`src/rtl/cdb_arbiter.sv`:
```
// -----------------------------------------------------------------------------
// cdb_arbiter
//
// Common Data Bus arbiter for the Tomasulo datapath. Every functional unit
// hands its finished result (value + reservation-station tag) over a
// valid/ready handshake into a private one-entry slot. Each cycle one full
// slot is granted and its contents are broadcast on the CDB as a registered,
// single-cycle pulse that the reservation stations and the register status
// table snoop.
//
// Build option:
//   CDB_ARB_FIXED_PRIO_EN  defined   -> lowest-index full slot always wins
//                                       (unit 0, the R-type ALU, has priority);
//                                       no round-robin pointer exists.
//                          undefined -> round-robin search starting at ptr.
//
// Parameters:
//   N_REQ   number of requesting units (2..8)
//   DATA_W  result width
//   TAG_W   reservation-station tag width (tag 0 = no producer)
//
// Ports:
//   Clock      in   rising-edge clock
//   Resetn     in   asynchronous active-low reset
//   Req        in   [N_REQ]         unit i offers a result
//   Data       in   [N_REQ*DATA_W]  unit i value at [i*DATA_W +: DATA_W]
//   Tag        in   [N_REQ*TAG_W]   unit i tag at [i*TAG_W +: TAG_W]
//   Ready      out  [N_REQ]         combinational; slot i accepts this cycle
//   Stall      in                   CDB consumers cannot take a broadcast
//   CDB_Valid  out                  registered broadcast valid
//   CDB_Data   out  [DATA_W]        registered broadcast value
//   CDB_Tag    out  [TAG_W]         registered broadcast tag
//   CDB_Src    out  [3]             registered index of the granted unit
//   Pending    out  [N_REQ]         registered slot-full flags
// -----------------------------------------------------------------------------
module cdb_arbiter #(
  parameter int N_REQ  = 4,
  parameter int DATA_W = 16,
  parameter int TAG_W  = 3
) (
  input  logic                    Clock,
  input  logic                    Resetn,
  input  logic [N_REQ-1:0]        Req,
  input  logic [N_REQ*DATA_W-1:0] Data,
  input  logic [N_REQ*TAG_W-1:0]  Tag,
  output logic [N_REQ-1:0]        Ready,
  input  logic                    Stall,
  output logic                    CDB_Valid,
  output logic [DATA_W-1:0]       CDB_Data,
  output logic [TAG_W-1:0]        CDB_Tag,
  output logic [2:0]              CDB_Src,
  output logic [N_REQ-1:0]        Pending
);

  // Unpacked views of the flat input buses
  logic [DATA_W-1:0] req_data [N_REQ];
  logic [TAG_W-1:0]  req_tag  [N_REQ];

  // Slot storage and state
  logic [DATA_W-1:0] slot_data_reg [N_REQ];
  logic [TAG_W-1:0]  slot_tag_reg  [N_REQ];
  logic [N_REQ-1:0]  pending_reg;
  logic [N_REQ-1:0]  pending_next;

  logic              cdb_valid_reg;
  logic [DATA_W-1:0] cdb_data_reg;
  logic [TAG_W-1:0]  cdb_tag_reg;
  logic [2:0]        cdb_src_reg;

  // Arbitration
  logic [N_REQ-1:0]  grant;
  logic [2:0]        grant_idx;
  logic              grant_found;
  logic              fire;
  logic [N_REQ-1:0]  accept;
  logic [DATA_W-1:0] sel_data;
  logic [TAG_W-1:0]  sel_tag;

`ifndef CDB_ARB_FIXED_PRIO_EN
  logic [2:0]        ptr_reg;
`endif

  // ---------------------------------------------------------------------------
  // Grant search. Round-robin is done as two linear passes: the first only
  // considers slots at or above ptr, the second (reached only if the first
  // found nothing) takes the lowest full slot, which is the wrapped part of
  // the search. The fixed-priority build is just the second pass.
  // ---------------------------------------------------------------------------
  always_comb begin
    grant_found = 1'b0;
    grant_idx   = 3'd0;
`ifndef CDB_ARB_FIXED_PRIO_EN
    for (int i = 0; i < N_REQ; i++) begin
      if (!grant_found && pending_reg[i] && (3'(i) >= ptr_reg)) begin
        grant_found = 1'b1;
        grant_idx   = 3'(i);
      end
    end
`endif
    for (int i = 0; i < N_REQ; i++) begin
      if (!grant_found && pending_reg[i]) begin
        grant_found = 1'b1;
        grant_idx   = 3'(i);
      end
    end
  end

  always_comb begin
    grant    = '0;
    sel_data = '0;
    sel_tag  = '0;
    for (int i = 0; i < N_REQ; i++) begin
      grant[i] = grant_found && (3'(i) == grant_idx);
      if (grant[i]) begin
        sel_data = slot_data_reg[i];
        sel_tag  = slot_tag_reg[i];
      end
    end
  end

  assign fire = grant_found & ~Stall;

  // Ready never looks at Req, so a unit may gate Req on Ready without a loop.
  assign Ready  = ~pending_reg | (grant & {N_REQ{~Stall}});
  assign accept = Req & Ready;

  // ---------------------------------------------------------------------------
  // Per-slot unpacking and next-state. An accepted result takes precedence
  // over the clear from a same-edge broadcast (refill); a tag-0 result is
  // accepted but leaves the slot empty so it is never broadcast.
  // ---------------------------------------------------------------------------
  generate
    for (genvar gi = 0; gi < N_REQ; gi++) begin : g_slot
      assign req_data[gi] = Data[gi*DATA_W +: DATA_W];
      assign req_tag[gi]  = Tag[gi*TAG_W +: TAG_W];
      assign pending_next[gi] = accept[gi] ? (|req_tag[gi])
                                           : (pending_reg[gi] & ~(fire & grant[gi]));
    end
  endgenerate

  // Slot payload needs no reset: it is only observed while Pending is set.
  always_ff @(posedge Clock) begin
    for (int i = 0; i < N_REQ; i++) begin
      if (accept[i]) begin
        slot_data_reg[i] <= req_data[i];
        slot_tag_reg[i]  <= req_tag[i];
      end
    end
  end

  always_ff @(posedge Clock or negedge Resetn) begin
    if (!Resetn) begin
      pending_reg   <= '0;
      cdb_valid_reg <= 1'b0;
      cdb_data_reg  <= '0;
      cdb_tag_reg   <= '0;
      cdb_src_reg   <= '0;
    end else begin
      pending_reg   <= pending_next;
      cdb_valid_reg <= fire;
      // On a stalled or idle edge the bus payload holds its last value.
      if (fire) begin
        cdb_data_reg <= sel_data;
        cdb_tag_reg  <= sel_tag;
        cdb_src_reg  <= grant_idx;
      end
    end
  end

`ifndef CDB_ARB_FIXED_PRIO_EN
  // Pointer moves just past the slot that was broadcast.
  always_ff @(posedge Clock or negedge Resetn) begin
    if (!Resetn) begin
      ptr_reg <= 3'd0;
    end else if (fire) begin
      ptr_reg <= (grant_idx == 3'(N_REQ - 1)) ? 3'd0 : grant_idx + 3'd1;
    end
  end
`endif

  assign CDB_Valid = cdb_valid_reg;
  assign CDB_Data  = cdb_data_reg;
  assign CDB_Tag   = cdb_tag_reg;
  assign CDB_Src   = cdb_src_reg;
  assign Pending   = pending_reg;

endmodule

```
`config.mk`:
```
export PLATFORM = sky130hd
export DESIGN_NAME = cdb_arbiter
export DESIGN_NICKNAME = d
export VERILOG_FILES = /design/src/rtl/cdb_arbiter.sv
export SDC_FILE = /design/constraint.sdc
export NUM_CORES = 1
export LEC_CHECK = 0
export ABC_AREA = 0
export BUFFER_PORTS_ARGS = -buffer_cell sky130_fd_sc_hd__buf_2
export CAP_MARGIN = 20
export CORE_ASPECT_RATIO = 0.9
export CORE_MARGIN = 3
export CORE_UTILIZATION = 47
export DETAILED_ROUTE_END_ITERATION = 6
export HOLD_SLACK_MARGIN = 0.05
export PLACE_DENSITY = 0.84
export RECOVER_POWER = 50
export SKIP_LAST_GASP = 1
export SLEW_MARGIN = 15
export SYNTH_ARGS = -nofsm -noshare
export SYNTH_HDL_FRONTEND = slang
export SYNTH_SLANG_ARGS = --single-unit
```
`constraint.sdc`:
```
create_clock -name Clock -period 2.5 [get_ports Clock]
set_clock_uncertainty 0.1 [all_clocks]
set_input_delay 0.25 -clock Clock [delete_from_list [all_inputs] [get_ports Clock]]
set_output_delay 0.25 -clock Clock [all_outputs]
set_load 0.1 [all_outputs]
```
# Word-level counts from Yosys, hierarchy flattened
# Memory sizes are Yosys's and may differ from the RTL's.
# Cells that the tools add are included.
[classes] addsub=1 order_cmp=4 n_eq_ne=4 muxes=36 n_bitwise=18 reduce_logical=27
[ops] operator="$mux W16" count=4
[ops] operator="$mux W3" count=10
[ops] operator="$mux W1" count=21
[ops] operator="$logic_and A1 B1 Y1" count=15
[ops] operator="$reduce_or A3 Y1" count=4
[ops] operator="$and A1 B1 Y1" count=9
[ops] operator="$and A4 B4 Y4" count=2
[ops] operator="$logic_not A1 Y1" count=7
[ops] operator="$eq A2 B3 Y1 const A" count=2
[ops] operator="$ge A1 B3 Y1 const A" count=2
[ops] operator="$ge A2 B3 Y1 const A" count=2
[ops] operator="$not A1 Y1" count=5
[ops] operator="$not A4 Y4" count=1
[ops] operator="$or A4 B4 Y4" count=1
[ops] operator="$add A3 B1 Y3 const B" count=1
[ops] operator="$eq A1 B3 Y1 const A" count=1
[ops] operator="$eq A3 B2 Y1 const B" count=1
[ops] operator="$logic_not A3 Y1" count=1
[ops] operator="$mux W2" count=1
[totals] register_bits=30 ram_bits=76 wordCells=98 n_memories=2
[mem_list] name="slot_data_reg" depth=4 word_bits=16 read_ports=4 rd_clocked_by_memory_dff=0 wr=4 line="60" source="logic [DATA_W-1:0] slot_data_reg [N_REQ];"
[mem_list] name="slot_tag_reg" depth=4 word_bits=3 read_ports=4 rd_clocked_by_memory_dff=0 wr=4 line="61" source="logic [TAG_W-1:0] slot_tag_reg [N_REQ];"

# Longest topological paths before layout
[depth] depth_word=34 ltp_mapped=13 ltp_nobuf=10

# Worst setup path after synthesis
# Ideal clock, no wire load.
[synth_timing] kind="register to register" from="register pending_reg[3] (netlist: Pending[3])" to="memory slot_data_reg[3][0], enable pin" arrival_ns=4.774 slack_ns=-2.751 stages_incl_launch_ff=8 path_buffers=1 synth_period_minus_slack_ns=5.251 cell_sequence="dfrtp_1 -> buf_6 -> o21ai_0 -> a211oi_1 -> ha_1 -> inv_1 -> o21ai_0 -> and2_1"
[synth_rtl] element="start, declared" line="62" source="logic [N_REQ-1:0] pending_reg;"
[synth_rtl] element="start signal, assigned" line="159" source="pending_reg <= pending_next;"
[synth_rtl] element="end, declared" line="60"

# Final worst setup path
[layout_timing] from="register pending_reg[2] (netlist: Pending[2])" to="register cdb_data_reg[1] (netlist: CDB_Data[1])"
[layout_via] elab_chain_len=25 word_cells_on_any_way=38 cone_classes="eq/ne: 3; mux: 16; bitwise: 1; reduce/logical: 18"
[layout_rtl] element="$logic_and A1 B1 Y1 (2 in a row)" line="94" source="if (!grant_found && pending_reg[i] && (3'(i) >= ptr_reg)) begin"
[layout_rtl] element="$mux W1" line="94"
[layout_rtl] element="$logic_not A1 Y1" line="94"
[layout_rtl] element="$logic_and A1 B1 Y1 (2 in a row)" line="94"
[layout_rtl] element="$mux W1" line="94"
[layout_rtl] element="$logic_not A1 Y1" line="101" source="if (!grant_found && pending_reg[i]) begin"
[layout_rtl] element="$logic_and A1 B1 Y1" line="101"
[layout_rtl] element="$mux W1" line="101"
[layout_rtl] element="[... 4 more ...]"
[layout_rtl] element="$logic_and A1 B1 Y1" line="101"
[layout_rtl] element="$mux W1" line="101"
[layout_rtl] element="$logic_not A1 Y1" line="101"
[layout_rtl] element="$logic_and A1 B1 Y1" line="101"
[layout_rtl] element="$mux W3" line="101"
[layout_rtl] element="$logic_not A3 Y1" line="113" source="grant[i] = grant_found && (3'(i) == grant_idx);"
[layout_rtl] element="$logic_and A1 B1 Y1" line="113"
[layout_rtl] element="$mux W16 (4 in a row)" line="114" source="if (grant[i]) begin"
[layout_rtl] element="end signal, assigned" line="163" source="cdb_data_reg <= sel_data;"
[layout_rtl] element="end, declared" line="66" source="logic [DATA_W-1:0] cdb_data_reg;"
# Parallel ways exist; a longest one is shown, timed or not.
# A chain may end at the register's enable or synchronous reset.

==> tab_implementation.tex <==
\begin{tabular}{lr}
\hline
Metric & Value \\
\hline
\multicolumn{2}{l}{\textbf{Status}} \\
Result of the run & complete, but fails checks \\
Violated checks & capacitance limit, slew limit \\
\multicolumn{2}{l}{\textbf{STA}} \\
Max Fclk & $\sim$410 MHz \\
Sum Neg Setup Slack & 0 ns \\
Slew @ Worst Pin & 1.65 ns \\
Total setup violations reported at the end of the flow & 0 \\
Worst slew margin & -9.81\% \\
Post-layout min period & 2.44 ns \\
Share of the cycle needed by the critical path after routing & 97.4\% \\
Number of pins with negative max-slew slack in the final report & 29 \\
Final Hold Fails & 0 \\
\multicolumn{2}{l}{\textbf{Min path}} \\
Kind of path behind the tightest hold check & input port to flip-flop \\
Hold Startpoint & Stall \\
Worst Hold Path Cells & 3 \\
Hold endpoint & Pending[2] \\
\multicolumn{2}{l}{\textbf{Synth}} \\
Synthesized-area fraction occupied by ao, oa, aoi and oai cells & between 10\% and 20\% \\
Syn nets & a little over 400 \\
Cell Area, Synth & 0.00429 mm\^{}2 \\
Largest family of logic cells by synthesized area & compound AO/OA/AOI/OAI gates \\
Mapped Cells & 322 \\
Number of warnings issued by yosys & 0 \\
Simple-gate area share of the yosys netlist & between 10\% and 20\% \\
Mean instance size in the synthesized netlist & roughly 13 um\^{}2 \\
Seq cells post-synth & 104 \\
Synthesized-area fraction occupied by adder cells & less than 1\% \\
Sequential fraction of the synthesis area & a little over two thirds \\
Share of the synthesized netlist area taken by xor and xnor gates & 0\% \\
Portion of netlist area occupied by mux cells & 0.234\% \\
Cell variety after synth & 38 \\
\multicolumn{2}{l}{\textbf{Cells and area}} \\
Design Area, Final & 0.00605 mm\^{}2 \\
Top library cells by usage in the layout, fill and taps aside & 81 x dlygate4sd3\_1, 76 x edfxtp\_1, 73 x buf\_2 \\
Number of fill cells & 665 \\
Max reg flops & 64 \\
Diode insertion count for antenna repair & 0 \\
Nets@finish & 600 \\
Number of standard cells in the layout, taps in and fillers out & 639 \\
Share of post-route cells with drive strength above 1 & 27.5\% \\
Most common cell after layout, fill and taps aside & dlygate4sd3\_1 \\
Area added between synthesis and finish & 41.2\% \\
\multicolumn{2}{l}{\textbf{Worst setup path}} \\
Most Frequent Cell on Critical Path & a21oi\_1 \\
Required time of the critical path & $\sim$2.7 ns \\
Depth of the worst register-to-register path & 11 \\
Start of the worst register-to-register path & Pending[2] \\
Critical-path cell list & or2b\_1 -> a21oi\_1 -> nor2\_2 -> inv\_1 -> ha\_1 -> o41a\_1 -> buf\_2 -> nand2\_1 -> a21oi\_1 -> o21ai\_2 -> a21oi\_1 \\
Data arrival, critical path & approximately 2.6 ns \\
Crit start category & flip-flop \\
Cell type of the slowest stage on the worst timing path & dfrtp\_4 \\
Critical path class & flip-flop to flip-flop \\
Reg-to-reg setup timing slack & 0.06 ns \\
Crit-path max FO & 7 \\
Crit path capture type & flip-flop \\
Delay contributed by the slowest stage of the critical path & 0.46 ns \\
Worst reg2reg path endpoint & CDB\_Data[1] \\
\multicolumn{2}{l}{\textbf{Global routing}} \\
Maximum number of pins on one net before global-route repair & 39 \\
Antenna violations before repair & 0 \\
Total congestion overflow after global routing & 0 \\
Vias in the first global route & about 3600 \\
Wire length of the first global-routing pass & between 15000 and 20000 um \\
GR Util All Layers & a little under a quarter \\
\multicolumn{2}{l}{\textbf{Drt}} \\
Number of antenna-violating nets in the routed design & 0 \\
Detailed-routing iteration count for the pre-antenna-repair pass & 4 \\
Residual DRC count & 0 \\
Number of vias per cell after detailed routing & 5.33 \\
Via Count & 3404 \\
Number of DRC markers after the initial detailed-route iteration & between 200 and 250 \\
Routed WL & 12000 um \\
Post-detailed-route wirelength per cell & 18.8 um \\
\multicolumn{2}{l}{\textbf{Power and ir drop}} \\
Maximum ir drop on the vdd rail & 1.21 mV \\
Sequential group share of total power & 32.4\% \\
Gate power share & 55.6\% \\
LEAKAGE & 2.37 nW \\
Net switching power & $\sim$4.5 mW \\
Internal power & 4.13 mW \\
Switching share of total power & 52.1\% \\
Portion of total power attributed to the clock network & 12.0\% \\
Cell area power density & around 1400 mW/mm\^{}2 \\
\multicolumn{2}{l}{\textbf{Place}} \\
Port Buf Inserts & $\sim$110 \\
Number of instances in the placed design & roughly 540 \\
Area of placed instances & 0.00502 mm\^{}2 \\
DPL Wire Length & 7230 um \\
Final Wtd Congestion & 0.871 \\
\multicolumn{2}{l}{\textbf{CTS}} \\
Num CTS Buffers & 9 \\
Maximum buffer depth of the clock tree & 2 \\
Depth of the CTS H-tree & 3 \\
Count of clock tree sinks & 104 \\
CTS tree & done \\
Clock tree root driver cell & clkbuf\_8 \\
Clock-pin slew of the registers on the worst-case setup and hold paths & 0.10 ns \\
Later-pin clock latency in the skew report & between 0.3 and 0.4 ns \\
\multicolumn{2}{l}{\textbf{Die}} \\
Full die area & approximately 0.01 mm\^{}2 \\
Std cell rows & 32 \\
Area of the core region & a little under 0.009 mm\^{}2 \\
Die height & 96.6 um \\
I/O pin total & 114 \\
Effective utilization at floorplan & 49.1\% \\
Width of the die & roughly 110 um \\
\multicolumn{2}{l}{\textbf{Run}} \\
Max\_cap viols & 1 \\
\hline
\end{tabular}
## stage by stage
stage	setup slack [ns]	utilization, %	hold slack, ns	total power [mW]
floorplan	-0.340	-	-0.146	6.38
global placement	0.0550	57.5	0.210	7.16
detailed placement	-0.103	57.5	0.222	7.29
CTS	0.0163	69.1	0.186	8.42
global route	-0.0783	69.3	0.207	9.02
finish	0.0647	69.3	0.201	8.63
## layer usage
layer / vias up / global-route usage (%) / part of all wire (%)
met5: - / 0 / 0
met4: 0 / 5.22 / 1.4
met3: 16 / 5.58 / 7.2
met2: 145 / 44.3 / 53
met1: 1664 / 26.8 / 38
li1: 1579 / - / -
## power groups by stage
stage               sequential [mW]  combinational, mW  clock [mW]
floorplan                      4.15               2.23           0
global placement               2.80               4.36           0
detailed placement             2.82               4.47           0
CTS                            2.80               4.59        1.04
global route                   2.84               5.07        1.11
finish                         2.79               4.79        1.04
## critical path, delay by kind of cell (launching register included)
family | cells | cell delay, ns
simple gates | 3 | 0.41
flops | 1 | 0.46
compound gates | 5 | 0.90
buf+inv | 2 | 0.32
fa+ha+maj | 1 | 0.17
## worst max-delay path by stage
stage,from,end,slack [ns],depth (start not counted)
floorplan,Pending[0],slot_data_reg[3][0],-0.34,8
global placement,ptr_reg[1],CDB_Data[1],0.06,11
detailed placement,ptr_reg[1],CDB_Data[4],-0.10,8
CTS,Pending[0],CDB_Data[6],0.02,11
global route,Pending[2],CDB_Data[1],-0.08,11
finish,Pending[2],CDB_Data[1],0.06,11
## synthesized netlist by cell type, drive strengths merged
library cell	count	area, um^2
nor3	1	16.3
nor3b	1	7.51
and2	4	25.0
edfxtp	76	2280
or2b	2	15.0
a21boi	2	15.0
nor2	22	82.6
clkbuf	7	26.3
o31ai	4	30.0
o41a	1	11.3
o21a	2	15.0
nand2b	1	13.8
nor2b	1	6.26
o21ai	26	130
nand2	32	120
conb	1	3.75
mux2i	1	10.0
ha	2	25.0
nor4	1	6.26
nand3	1	5.00
or2	2	15.0
buf	17	123
inv	6	22.5
a211oi	1	7.51
dfrtp	28	701
a221oi	19	229
and3	19	119
o22ai	1	6.26
a21oi	41	216
## kinds of logic (layout without fill, tap and decap cells)
| family | Yosys count | after routing |
|---|---|---|
| multiplexers | 1 | 1 |
| other | 1 | 1 |
| AND/OR/NAND/NOR | 87 | 87 |
| AO/OA/AOI/OAI | 97 | 97 |
| flip-flops | 104 | 104 |
| buffers and inverters | 30 | 228 |
| adder cells (fa/ha/maj) | 2 | 2 |
## cell type report
| cell class | count | area (um^2) | share of cell area [%] |
|---|---|---|---|
| sequential | 104 | 3000 | 49.6 |
| timing repair buffer | 206 | 1470 | 24.2 |
| multi-input combinational | 188 | 1220 | 20.2 |
| clock buffer | 11 | 153 | 2.52 |
| tap | 119 | 149 | 2.46 |
| clock inverter | 5 | 42.5 | 0.703 |
| inverter | 6 | 22.5 | 0.372 |
## timing repair
| action | 4_1_cts | 5_1_grt |
|---|---|---|
| gates cloned | 0 | 1 |
| hold buffers | 81 | 0 |
| endpoints found under the setup margin | 12 | 17 |
| endpoints found under the hold margin | 108 | 0 |
| pin swaps | 0 | 1 |
| setup buffers | 0 | 6 |
| resized for setup | 3 | 14 |
Power figures use the tool's default switching activity.
